[src/rtl/dcache_port_arbiter_pkg.sv]
// rtl/dcache_port_arbiter_pkg.sv - shared command layout and slot ID encoding for the dcache port arbiter
package dcache_port_arbiter_pkg;

  // Command word layout: {wr, size, wstrb, addr, wdata}
  localparam int CMD_WD_DEFAULT = 71;
  localparam int CMD_WR_BIT     = 70;
  localparam int CMD_SIZE_MSB   = 69;
  localparam int CMD_SIZE_LSB   = 68;
  localparam int CMD_WSTRB_MSB  = 67;
  localparam int CMD_WSTRB_LSB  = 64;
  localparam int CMD_ADDR_MSB   = 63;
  localparam int CMD_ADDR_LSB   = 32;
  localparam int CMD_WDATA_MSB  = 31;
  localparam int CMD_WDATA_LSB  = 0;

  // Which issue slot owns an outstanding cache request
  typedef enum logic {
    SLOT_1 = 1'b0,
    SLOT_2 = 1'b1
  } slot_id_e;

endpackage

[src/rtl/dcache_port_arbiter_id_fifo.sv]
// rtl/dcache_port_arbiter_id_fifo.sv - in-order FIFO of slot IDs for accepted, unanswered requests
module id_fifo #(
  parameter int DEPTH = 4,
  parameter int WIDTH = 1,
  localparam int PTR_WD = $clog2(DEPTH),
  localparam int CNT_WD = PTR_WD + 1
) (
  input  logic              clk,
  input  logic              reset,
  input  logic              push,
  input  logic [WIDTH-1:0]  push_data,
  input  logic              pop,
  output logic [WIDTH-1:0]  head,
  output logic              full,
  output logic              empty,
  output logic [CNT_WD-1:0] count
);

  logic [WIDTH-1:0]  mem_q [DEPTH];
  logic [WIDTH-1:0]  mem_d [DEPTH];
  logic [PTR_WD-1:0] wr_ptr_q, wr_ptr_d;
  logic [PTR_WD-1:0] rd_ptr_q, rd_ptr_d;
  logic [CNT_WD-1:0] count_q, count_d;
  logic              push_en, pop_en;

  assign full  = (count_q == CNT_WD'(DEPTH));
  assign empty = (count_q == '0);
  assign head  = mem_q[rd_ptr_q];
  assign count = count_q;

  // Pointer, count and storage update; pointers wrap naturally since DEPTH is a power of 2
  always_comb begin
    mem_d    = mem_q;
    wr_ptr_d = wr_ptr_q;
    rd_ptr_d = rd_ptr_q;
    count_d  = count_q;
    pop_en   = pop & ~empty;
    push_en  = push & (~full | pop_en);
    if (push_en) begin
      mem_d[wr_ptr_q] = push_data;
      wr_ptr_d        = wr_ptr_q + 1'b1;
    end
    if (pop_en) begin
      rd_ptr_d = rd_ptr_q + 1'b1;
    end
    case ({push_en, pop_en})
      2'b10:   count_d = count_q + 1'b1;
      2'b01:   count_d = count_q - 1'b1;
      default: count_d = count_q;
    endcase
  end

  // Control state register
  always_ff @(posedge clk) begin
    if (reset) begin
      wr_ptr_q <= '0;
      rd_ptr_q <= '0;
      count_q  <= '0;
    end else begin
      wr_ptr_q <= wr_ptr_d;
      rd_ptr_q <= rd_ptr_d;
      count_q  <= count_d;
    end
  end

  // Entry storage; contents are meaningless until written so no reset
  always_ff @(posedge clk) begin
    mem_q <= mem_d;
  end

endmodule

[src/rtl/dcache_port_arbiter.sv]
// rtl/dcache_port_arbiter.sv - fixed-priority two-slot arbiter onto a single data cache port with in-order response routing
module dcache_port_arbiter
  import dcache_port_arbiter_pkg::*;
#(
  parameter int DEPTH  = 4,
  parameter int CMD_WD = CMD_WD_DEFAULT
) (
  input  logic              clk,
  input  logic              reset,
  input  logic              p1_req,
  input  logic [CMD_WD-1:0] p1_cmd,
  output logic              p1_addr_ok,
  output logic              p1_data_ok,
  output logic [31:0]       p1_rdata,
  input  logic              p2_req,
  input  logic [CMD_WD-1:0] p2_cmd,
  output logic              p2_addr_ok,
  output logic              p2_data_ok,
  output logic [31:0]       p2_rdata,
  output logic              c_req,
  output logic [CMD_WD-1:0] c_cmd,
  input  logic              c_addr_ok,
  input  logic              c_data_ok,
  input  logic [31:0]       c_rdata
);

  localparam int CNT_WD = $clog2(DEPTH) + 1;

  logic              grant1, grant2;
  logic              accept, pop_valid;
  logic              fifo_full, fifo_empty;
  logic [0:0]        fifo_head;
  logic [0:0]        push_id;
  logic [CNT_WD-1:0] fifo_count;
  logic              err_q, err_d;

  // Grant and cache request: slot 1 always wins so the older instruction goes first
  always_comb begin
    grant1  = p1_req;
    grant2  = ~p1_req & p2_req;
    c_req   = (p1_req | p2_req) & ~fifo_full & ~reset;
    c_cmd   = '0;
    if (grant1) begin
      c_cmd = p1_cmd;
    end else if (grant2) begin
      c_cmd = p2_cmd;
    end
    accept     = c_req & c_addr_ok;
    p1_addr_ok = accept & grant1;
    p2_addr_ok = accept & grant2;
    push_id    = grant2 ? 1'(SLOT_2) : 1'(SLOT_1);
  end

  // Response routing: a data_ok with nothing outstanding belongs to nobody and is dropped
  always_comb begin
    pop_valid  = c_data_ok & ~fifo_empty & ~reset;
    p1_data_ok = pop_valid & (slot_id_e'(fifo_head) == SLOT_1);
    p2_data_ok = pop_valid & (slot_id_e'(fifo_head) == SLOT_2);
    p1_rdata   = p1_data_ok ? c_rdata : 32'h0;
    p2_rdata   = p2_data_ok ? c_rdata : 32'h0;
    err_d      = err_q | (c_data_ok & (fifo_count == '0) & ~accept);
  end

  // Sticky protocol error flag
  always_ff @(posedge clk) begin
    if (reset) begin
      err_q <= 1'b0;
    end else begin
      err_q <= err_d;
    end
  end

  id_fifo #(
    .DEPTH (DEPTH),
    .WIDTH (1)
  ) u_id_fifo (
    .clk       (clk),
    .reset     (reset),
    .push      (accept),
    .push_data (push_id),
    .pop       (pop_valid),
    .head      (fifo_head),
    .full      (fifo_full),
    .empty     (fifo_empty),
    .count     (fifo_count)
  );

endmodule

[config.mk]
export PLATFORM = sky130hd
export DESIGN_NAME = dcache_port_arbiter
export DESIGN_NICKNAME = d
export VERILOG_FILES = /design/src/rtl/dcache_port_arbiter_pkg.sv /design/src/rtl/dcache_port_arbiter_id_fifo.sv /design/src/rtl/dcache_port_arbiter.sv
export SDC_FILE = /design/constraint.sdc
export NUM_CORES = 1
export LEC_CHECK = 0
export BUFFER_PORTS_ARGS = -buffer_cell sky130_fd_sc_hd__buf_2
export CORE_AREA = 2 2 123 125
export DETAILED_ROUTE_END_ITERATION = 6
export DIE_AREA = 0 0 125 127
export SLEW_MARGIN = 20
export SYNTH_ARGS = -nofsm -noshare
export SYNTH_HDL_FRONTEND = slang
export SYNTH_SLANG_ARGS = --single-unit
[constraint.sdc]
create_clock -name clk -period 2.4 [get_ports clk]
set_input_delay 0.48 -clock clk [delete_from_list [all_inputs] [get_ports clk]]
set_output_delay 0.48 -clock clk [all_outputs]
set_load 0.01 [all_outputs]
==> impl_metrics.ini, run 1 <==
[run_status]
outcome = complete, no violations

[critical_path]
critical-path-top-cell-by-count = sky130_fd_sc_hd__inv_1
startpoint_type = flop
data_required_time_at_the_worst_endpoint_ns = 2.57
cp_slowest_cell = sky130_fd_sc_hd__or3b_4
worstPathCellList = or3b_4 > and3_1 > inv_1 > ha_2 > inv_1 > fa_1 > xor2_1 > or3_1 > a21oi_1
worstSetupStartpoint = u_id_fifo.count[0]$_SDFFE_PP0P_
critical-path-top-delay-family = simple AND/OR/NAND/NOR gates
worst-setup-path-type = flop to flop
path_max_fanout = 4
crit_buf_inv = 2
timing.critical_path.slowest_cell_delay_ns = 0.41
worst-endpoint-arrival_ns = 2.41
reg2reg_from = u_id_fifo.count[0]$_SDFFE_PP0P_
crit_path_end_kind = flop

[power]
power.share.clock_pct = 27.0
sequentialPowerShare_pct = 19.6
ir_drop_worst_vdd_mv = 0.184
p_leak_nw = 2.54
pwr_cell_area_nw_per_um2 = 287
comb_power_share_pct = 53.4
switching_power_mw = 0.419
netSwitchingFraction_pct = 37.3
p_int_mw = 0.705

[timing]
finalClockSkew_ns = 0.00224
report.final.slew_viol_count = 0
clock.fmax_mhz = 445
finalSetupViolCount = 0
timing.final.hold_violations = 0
period_needed_ns = 2.25
fin_crit_sh_pct = 93.6
slew_at_the_pin_closest_to_its_max_slew_limit_ns = 0.458
worst_max_slew_margin_expressed_relative_to_the_limit_pct = 69.5

[hold_path]
hold_start = u_id_fifo.count[2]$_SDFFE_PP0P_
timing.hold.worst.class = flop to flop

[route]
drtPass1Iterations = 6
detail_route.wirelength_um = 10700
detailedRoute.firstIterationViolations = 95
route.vias.total = 3456
vias_per_cell = 4.06
detail-route-antenna-nets = 0
routed_wire_length_per_instance_um = 12.5
drcViolationCount = 0

[clock_network]
clkSlewWorstSetupHoldPaths_ns = 0.04
cts_setup_buffers = 0
clk_root_buffer_cell = sky130_fd_sc_hd__clkbuf_16
clock_sink_count = 11
cts_htree_levels = 1
cts_hold_buf = 0
worstSkewPairLatency_ns = 0.24
cts-buffers-inserted = 3
clock_tree.buffer_depth = 2
cts_tree = yes
post_cts.resized_instances = 0

[final_layout]
drive_above_1_share_pct = 50.5
nFillCells = 1666
final-instance-count-excl-fill = 852
mostFrequentLayoutCell = sky130_fd_sc_hd__buf_2
layout.core_utilization_pct = 27.2
fin_nets = 854
area.growth.synth_to_final_pct = 84.3
layout_common_cells = sky130_fd_sc_hd__buf_2 (318), sky130_fd_sc_hd__nand2_1 (142), sky130_fd_sc_hd__o21ai_0 (71)

[place]
dp.cells = 847
port_buffers = 319
gp_congestion = 0.762
place_hpwl_um = 8890

[run]
cap_violations = 0

[synthesis]
synth_cells = 377
netlist.top_cell.by_area = sky130_fd_sc_hd__nand2_1
ys_types = 30
synth.net_count = 563
synth_largest_type_area_fraction_pct = 25.0
postSynthRegisterBits = 11
synth_area_per_cell_sq_um = 5.65
ys_top_cells_by_area = sky130_fd_sc_hd__nand2_1 (25%), sky130_fd_sc_hd__and3_1 (19%), sky130_fd_sc_hd__o21ai_0 (17%)
synth-seq-area-share_pct = 12.2
synth.yosys.warnings = 0
syn_area_sq_um = 2130

[die]
die-area_sq_um = 15900
pin_count = 320
core_region_area_sq_um = 14400
floorplan.die.width_um = 125
die-height_um = 127
effective_utilization_at_floorplan_pct = 14.8
floorplan.rows = 44

[grt]
grt_util_all_layers_pct = 12.4
grt_first_pass_wirelength_um = 16100
pin_count_of_the_biggest_net_entering_global_routing = 144
via_count_of_the_first_global_routing_pass = 3124
antenna_found_initial = 5
grt_overflow_total = 0
-- registers in the layout (all words and copies together) (netlist names) --
signal              count
u_id_fifo.mem_q         4
u_id_fifo.count         3
u_id_fifo.rd_ptr_q      2
u_id_fifo.wr_ptr_q      2
-- synth_stat cells, drive strengths merged --
master	count
and2	7
mux2i	5
a22o	1
or3b	1
xor2	2
o21ai	71
and3	65
nor2	5
a311oi	1
clkbuf	23
o21ba	1
inv	9
ha	5
nand4	1
nand2	143
buf	16
a31o	1
dfxtp	7
fa	1
mux2	1
or3	2
a21oi	2
o31ai	1
edfxtp	4
nor2b	2
-- layout make-up --
type | count | area, sq um | area share, %
antenna | 1 | 2.50 | 0.0638
clock buffer | 4 | 78.8 | 2.01
tap | 184 | 230 | 5.87
inverter | 9 | 33.8 | 0.861
multi-input combinational | 318 | 1650 | 42.0
timing repair buffer | 325 | 1670 | 42.6
sequential | 11 | 262 | 6.67
-- final timing paths --
check	cells after the start	to	slack, ns
setup reg to reg	9	u_id_fifo.count[2]$_SDFFE_PP0P_	0.15
hold / removal	2	u_id_fifo.count[2]$_SDFFE_PP0P_	0.49
setup / recovery	9	u_id_fifo.count[2]$_SDFFE_PP0P_	0.15
hold reg to reg	2	u_id_fifo.count[2]$_SDFFE_PP0P_	0.49
-- layer usage --
layer  global-route usage, %  share of wire [%]  up-vias
met5                       0                  0        -
met1                    14.7                 41     1420
li1                        -                  -     1835
met3                    1.26                6.7       17
met2                    23.5                 50      184
met4                    3.92                2.3        0
-- metrics by stage --
| stage | total power [mW] | setup TNS, ns | setup slack [ns] | area (sq um) | hold slack, ns |
|---|---|---|---|---|---|
| 2_1_floorplan | 0.530 | 0 | 0.00598 | 2130 | 0.460 |
| 3_3_place_gp | 0.824 | 0 | 0.0848 | 3830 | 0.481 |
| 3_5_place_dp | 0.825 | 0 | 0.0844 | 3830 | 0.495 |
| 4_1_cts | 1.14 | 0 | 0.0458 | 3910 | 0.502 |
| 5_1_grt | 1.22 | -0.0221 | -0.0221 | 3920 | 0.543 |
| 6_report | 1.12 | 0 | 0.154 | 3920 | 0.491 |
-- cells by family (layout without fill, tap and decap cells) --
kind of cell	after synthesis	count (layout)	share of synthesized area, %
and+or+nand+nor	226	226	49.7
AOI/OAI and AO/OA	78	78	19.5
buffers and inverters	48	338	11.0
DFF	11	11	12.2
adders and majority gates	6	6	3.88
muxes	6	6	2.88
xor gates and xnor gates	2	2	0.823
other	0	1	0
-- power groups by stage --
stage          sequential (mW)  clock (mW)  combinational (mW)
3_3_place_gp             0.222           0               0.601
3_5_place_dp             0.223           0               0.603
6_report                 0.220       0.303               0.601
4_1_cts                  0.220       0.309               0.606
5_1_grt                  0.222       0.318               0.678
2_1_floorplan            0.217           0               0.313
-- worst reg2reg max path: stages, from the launching register on --
cell and delay [ns]:
sky130_fd_sc_hd__dfxtp_1 0.33, sky130_fd_sc_hd__or3b_4 0.41, sky130_fd_sc_hd__and3_1 0.18, sky130_fd_sc_hd__inv_1 0.05
sky130_fd_sc_hd__ha_2 0.18, sky130_fd_sc_hd__inv_1 0.06, sky130_fd_sc_hd__fa_1 0.37, sky130_fd_sc_hd__xor2_1 0.16
sky130_fd_sc_hd__or3_1 0.30, sky130_fd_sc_hd__a21oi_1 0.12
No activity file was read; power rests on OpenSTA's default activity.
==> inputs of run 2 (changes only) <==
- CELL_PAD_IN_SITES_DETAIL_PLACEMENT: unset -> 0
- CELL_PAD_IN_SITES_GLOBAL_PLACEMENT: unset -> 1
- CORE_AREA: 2 2 123 125 -> unset
- CORE_MARGIN: unset -> 2
- CORE_UTILIZATION: unset -> 15
- DIE_AREA: 0 0 125 127 -> unset
- PLACE_DENSITY_LB_ADDON: unset -> 0.1
==> impl_metrics.ini, run 2 (synthesized netlist as in run 1, its figures left out) <==
[run_status]
outcome = complete, no violations

[route]
detailedRoute.firstIterationViolations = 106
routed_wire_length_per_instance_um = 13.7
detail_route.wirelength_um = 11600
detail-route-antenna-nets = 0
drcViolationCount = 0
route.vias.total = 3515
drtPass1Iterations = 4
vias_per_cell = 4.14

[timing]
fin_hold_ws_ns = 0.483
finalClockSkew_ns = 0.00381
slew_at_the_pin_closest_to_its_max_slew_limit_ns = 0.770
report.final.slew_viol_count = 0
worst_slack_ns = 0.119
period_needed_ns = 2.28
timing.final.hold_violations = 0
fin_crit_sh_pct = 95.0
clock.fmax_mhz = 438
finalSetupViolCount = 0
setup-tns-final_ns = 0
rsz_0062_raised_after_global_routing = yes
worst_max_slew_margin_expressed_relative_to_the_limit_pct = 47.6

[place]
gp_congestion = 0.778
port_buffers = 319
post_dp_cell_area_sq_um = 3830
place_hpwl_um = 9510
pre_cts_slack_ns = 0.0591

[clock_network]
cts_tree = yes
clock_sink_count = 11
clk_root_buffer_cell = sky130_fd_sc_hd__clkbuf_16
cts-buffers-inserted = 3
clkSlewWorstSetupHoldPaths_ns = 0.04
worstSkewPairLatency_ns = 0.23
cts_htree_levels = 1
clock_tree.buffer_depth = 2
cts_setup_buffers = 0

[final_layout]
largest_register_ffs = 4
final_area_sq_um = 3920
nFillCells = 1583
layout_common_cells = sky130_fd_sc_hd__buf_2 (318), sky130_fd_sc_hd__nand2_1 (142), sky130_fd_sc_hd__o21ai_0 (71)
area.growth.synth_to_final_pct = 84.3
drive_above_1_share_pct = 50.4
max_flop_register = u_id_fifo.mem_q
mostFrequentLayoutCell = sky130_fd_sc_hd__buf_2
fin_nets = 855

[die]
floorplan.die.width_um = 123
effective_utilization_at_floorplan_pct = 15.3
die-height_um = 123
pin_count = 320
die-area_sq_um = 15200
core_region_area_sq_um = 13900
floorplan.rows = 43

[run]
cap_violations = 0

[critical_path]
data_required_time_at_the_worst_endpoint_ns = 1.92
startpoint_type = flop
worst-endpoint-arrival_ns = 1.80
worst-setup-path-type = flop to output port
path_max_fanout = 33
crit_path_end_kind = output port

[grt]
grt_first_pass_wirelength_um = 16000
gr-usage-met1_pct = 14.7
grt_overflow_total = 0
grt_util_all_layers_pct = 13.4
global_route.usage.met2_pct = 26.7
grt_util_met3_pct = 2.72
via_count_of_the_first_global_routing_pass = 3095
pin_count_of_the_biggest_net_entering_global_routing = 144
antenna_found_initial = 0
top_usage_layer = met2

[power]
post-layout-total-power_mw = 1.13
p_leak_nw = 2.55
ir_drop_worst_vdd_mv = 0.188
pwr_cell_area_nw_per_um2 = 287

[hold_path]
timing.hold.worst.class = input pin to flop
run 2: cell types whose count changed in the layout (fill, tap and decap cells not counted):
cell                      previous run  this run
sky130_fd_sc_hd__ha_1                4         5
sky130_fd_sc_hd__buf_6               0         1
sky130_fd_sc_hd__buf_4               5         6
sky130_fd_sc_hd__ha_2                1         0
sky130_fd_sc_hd__mux2i_2             1         0
sky130_fd_sc_hd__mux2i_4             0         1
sky130_fd_sc_hd__buf_12              2         1
run 2: layout make-up:
cell class | instances | area (sq um) | share of cell area (%)
tap | 180 | 225 | 5.74
inverter | 9 | 33.8 | 0.861
timing repair buffer | 326 | 1670 | 42.5
clock buffer | 4 | 78.8 | 2.01
sequential | 11 | 262 | 6.67
multi-input combinational | 318 | 1650 | 42.1
antenna | 1 | 2.50 | 0.0638
run 2: timing repair:
item | in CTS | in global routing
hold buffers | 0 | 0
gates resized for setup | 1 | 3
endpoints found under the hold margin | 0 | 0
endpoints found under the setup margin | 1 | 16
run 2: final timing paths:
path | startpoint | end | slack (ns) | cells after the start
min | reset | u_id_fifo.wr_ptr_q[1]$_SDFFE_PP0P_ | 0.48 | 2
min reg2reg | u_id_fifo.count[2]$_SDFFE_PP0P_ | u_id_fifo.count[2]$_SDFFE_PP0P_ | 0.49 | 2
max | u_id_fifo.rd_ptr_q[0]$_SDFFE_PP0P_ | p2_rdata[28] | 0.12 | 4
max reg2reg | u_id_fifo.count[0]$_SDFFE_PP0P_ | u_id_fifo.count[2]$_SDFFE_PP0P_ | 0.13 | 9
run 2: power breakdown:
group | internal, mW | switching [mW]
Combinational | 0.276 | 0.333
Sequential | 0.207 | 0.0126
Clock | 0.223 | 0.0762
run 2: critical path, cell delays in order (launching register included):
cell and delay, ns:
sky130_fd_sc_hd__dfxtp_1 0.38, sky130_fd_sc_hd__mux2i_1 0.15, sky130_fd_sc_hd__mux2i_4 0.64, sky130_fd_sc_hd__and3_1 0.26, sky130_fd_sc_hd__buf_2 0.13
run 2: per-layer routing:
| layer | vias up | wire, um |
|---|---|---|
| met5 | - | 0 |
| li1 | 1836 | - |
| met1 | 1504 | 4240 |
| met2 | 173 | 6290 |
| met4 | 0 | 40 |
| met3 | 2 | 1040 |
run 2: stage by stage:
stage	std cells	util, %
final	849	28.3
after global routing	848	28.2
after CTS	848	28.2
after detailed placement	844	27.6
after global placement	844	27.5
after floorplan	377	-
==> inputs of run 3 (changes only) <==
- CORE_AREA: unset -> 2 2 124 126
- CORE_MARGIN: 2 -> unset
- CORE_UTILIZATION: 15 -> unset
- DIE_AREA: unset -> 0 0 126 128
- SETUP_SLACK_MARGIN: unset -> 0.3
- SYNTH_HIERARCHICAL: unset -> 1
==> impl_metrics.ini, run 3 <==
[run_status]
outcome = finished, violations left
violations = setup timing

[synthesis]
synth_area_per_cell_sq_um = 7.41
most_used_standard_cells_in_the_synthesized_netlist = sky130_fd_sc_hd__a22o_1 (71), sky130_fd_sc_hd__nor2_1 (44), sky130_fd_sc_hd__nand2b_1 (34)
ys_top_cells_by_area = sky130_fd_sc_hd__a22o_1 (32%), sky130_fd_sc_hd__nand2b_1 (11%), sky130_fd_sc_hd__nor2_2 (9.7%)
synth_largest_type_area_fraction_pct = 32.0
ys_types = 33
synth.yosys.warnings = 6
synth-seq-area-share_pct = 13.4
synth_cells = 262
postSynthRegisterBits = 11
netlist.top_cell.by_area = sky130_fd_sc_hd__a22o_1
synthArstFlopShare_pct = 0
syn_area_sq_um = 1940
synth_edf_count = 4
synth.net_count = 448
yosys.cell_count.top_type = sky130_fd_sc_hd__a22o_1
synth_flop_cell = sky130_fd_sc_hd__dfxtp_1

[route]
drtPass1Iterations = 4
detailedRoute.firstIterationViolations = 135
detail_route.wirelength_um = 13000
vias_per_cell = 4.22
detail-route-antenna-nets = 0
routed_wire_length_per_instance_um = 16.6
route.vias.total = 3294
drcViolationCount = 0

[clock_network]
cts_tree = yes
worstSkewPairLatency_ns = 0.24
cts_hold_buf = 0
cts-buffers-inserted = 3
clk_root_buffer_cell = sky130_fd_sc_hd__clkbuf_16
clock_tree.buffer_depth = 2
clkSlewWorstSetupHoldPaths_ns = 0.04
cts_htree_levels = 1
clock_sink_count = 11

[critical_path]
crit_path_end = p1_rdata[8]
reg2reg_from = u_id_fifo/count[1]$_SDFFE_PP0P_
path_max_fanout = 16
crit_buf_inv = 2
worstPathCellList = mux4_2 > or3b_4 > buf_16 > nor2_2 > buf_2
crit_path_end_kind = output port
worstSetupStartpoint = u_id_fifo/mem_q[1]$_DFFE_PP_
timing.critical_path.slowest_cell_delay_ns = 0.48
worst-endpoint-arrival_ns = 2.00
cp_slowest_cell = sky130_fd_sc_hd__mux4_2
worst-setup-path-type = flop to output port
ff2ff_path_depth = 11
critical-path-top-delay-family = simple AND/OR/NAND/NOR gates
r2r_endpoint = u_id_fifo/count[2]$_SDFFE_PP0P_
data_required_time_at_the_worst_endpoint_ns = 1.92
path_depth = 5
r2r_setup_slack_ns = 0.08
startpoint_type = flop

[final_layout]
area.growth.synth_to_final_pct = 150
max_flop_register = u_id_fifo/mem_q
layout_common_cells = sky130_fd_sc_hd__buf_2 (278), sky130_fd_sc_hd__a22o_1 (71), sky130_fd_sc_hd__buf_6 (45)
largest_register_ffs = 4
final_area_sq_um = 4850
nFillCells = 1571
fin_nets = 780
drive_above_1_share_pct = 75.0
mostFrequentLayoutCell = sky130_fd_sc_hd__buf_2
antenna_diode_count = 0

[die]
floorplan.die.width_um = 126
core_region_area_sq_um = 14900
die-height_um = 128
effective_utilization_at_floorplan_pct = 13.1
die-area_sq_um = 16100
pin_count = 320
floorplan.rows = 45

[timing]
timing.final.hold_violations = 0
slew_at_the_pin_closest_to_its_max_slew_limit_ns = 0.351
period_needed_ns = 2.48
worst_max_slew_margin_expressed_relative_to_the_limit_pct = 76.6
finalClockSkew_ns = 0.00136
clock.fmax_mhz = 403
fin_hold_ws_ns = 0.493
fin_crit_sh_pct = 104
rsz_0062_raised_after_global_routing = yes
setup-tns-final_ns = -1.09
report.final.slew_viol_count = 0
finalSetupViolCount = 33
worst_slack_ns = -0.0840

[hold_path]
timing.hold.worst.class = flop to flop

[place]
place_hpwl_um = 9740
gp_congestion = 0.795
port_buffers = 319
post_dp_cell_area_sq_um = 3830
pre_cts_slack_ns = 0.0362

[grt]
via_count_of_the_first_global_routing_pass = 3074
antenna_found_initial = 2
grt_first_pass_wirelength_um = 17500
pin_count_of_the_biggest_net_entering_global_routing = 41
grt_overflow_total = 0
grt_util_all_layers_pct = 13.9

[power]
ir_drop_worst_vdd_mv = 0.151
pwr_cell_area_nw_per_um2 = 246
p_leak_nw = 2.44

[run]
cap_violations = 0
run 3: tightest hold or removal path, cell delays in order (launching register included):
cell,delay [ns]
sky130_fd_sc_hd__dfxtp_1,0.31
sky130_fd_sc_hd__o21ai_0,0.07
sky130_fd_sc_hd__a21oi_1,0.06
run 3: area by class of cell:
cell class	instances	area (sq um)	area share [%]
well taps	188	235	4.85
multi-input cells	215	1870	38.6
clock inverters	1	5.00	0.103
repair buffers	355	2360	48.7
inverters	8	30.0	0.619
flip-flops and latches	11	273	5.62
clock buffers	3	75.1	1.55
run 3: cells by family (layout without fill, tap and decap cells):
| logic type | Yosys count | after routing | share of synthesized area, % |
|---|---|---|---|
| XOR/XNOR | 3 | 3 | 1.35 |
| AO/OA/AOI/OAI | 78 | 78 | 34.3 |
| adder cells (fa/ha/maj) | 6 | 6 | 4.26 |
| multiplexers | 3 | 3 | 2.45 |
| flip-flops | 11 | 11 | 13.4 |
| AND/OR/NAND/NOR | 125 | 125 | 35.4 |
| buffers and inverters | 36 | 367 | 8.83 |
run 3: per-layer routing:
| layer | part of all wire (%) | vias to the layer above | track usage, % | routed length [um] |
|---|---|---|---|---|
| met5 | 0 | - | 0 | 0 |
| met4 | 0.83 | 0 | 2.13 | 108 |
| met3 | 6.4 | 9 | 2.09 | 832 |
| met2 | 57 | 193 | 28.0 | 7420 |
| met1 | 35 | 1493 | 15.6 | 4600 |
| li1 | - | 1599 | - | - |
run 3: through the flow:
step	instances	power, mW	util, %
after global routing	781	1.27	32.7
after detailed placement	753	0.787	25.8
final	781	1.19	32.7
after CTS	772	1.15	29.0
after global placement	753	0.789	25.8
after floorplan	262	0.488	-
run 3: power breakdown:
part / switching [mW] / internal [mW] / leakage (nW) / total, mW
Clock: 0.0848 / 0.221 / 0.0409 / 0.305
Combinational: 0.330 / 0.354 / 2.30 / 0.684
Sequential: 0.00577 / 0.198 / 0.0964 / 0.204
Total: 0.421 / 0.773 / 2.44 / 1.19
run 3: what timing repair did:
item                                    4_1_cts  5_1_grt
gates cloned                                  6        2
endpoints found under the setup margin      110       88
pin swaps                                    36       11
gates resized for setup                      47       94
setup buffers                                 9        7
run 3: worst min path at each step:
| stage | start | end | slack [ns] | cells past startpoint |
|---|---|---|---|---|
| final | u_id_fifo/rd_ptr_q[1]$_SDFFE_PP0P_ | u_id_fifo/rd_ptr_q[1]$_SDFFE_PP0P_ | 0.49 | 2 |
| after floorplan | u_id_fifo/rd_ptr_q[1]$_SDFFE_PP0P_ | u_id_fifo/rd_ptr_q[1]$_SDFFE_PP0P_ | 0.46 | 2 |
| after global placement | u_id_fifo/rd_ptr_q[1]$_SDFFE_PP0P_ | u_id_fifo/rd_ptr_q[1]$_SDFFE_PP0P_ | 0.49 | 2 |
| after CTS | u_id_fifo/rd_ptr_q[1]$_SDFFE_PP0P_ | u_id_fifo/rd_ptr_q[1]$_SDFFE_PP0P_ | 0.50 | 2 |
| after detailed placement | u_id_fifo/rd_ptr_q[1]$_SDFFE_PP0P_ | u_id_fifo/rd_ptr_q[1]$_SDFFE_PP0P_ | 0.49 | 2 |
| after global routing | u_id_fifo/rd_ptr_q[1]$_SDFFE_PP0P_ | u_id_fifo/rd_ptr_q[1]$_SDFFE_PP0P_ | 0.54 | 2 |
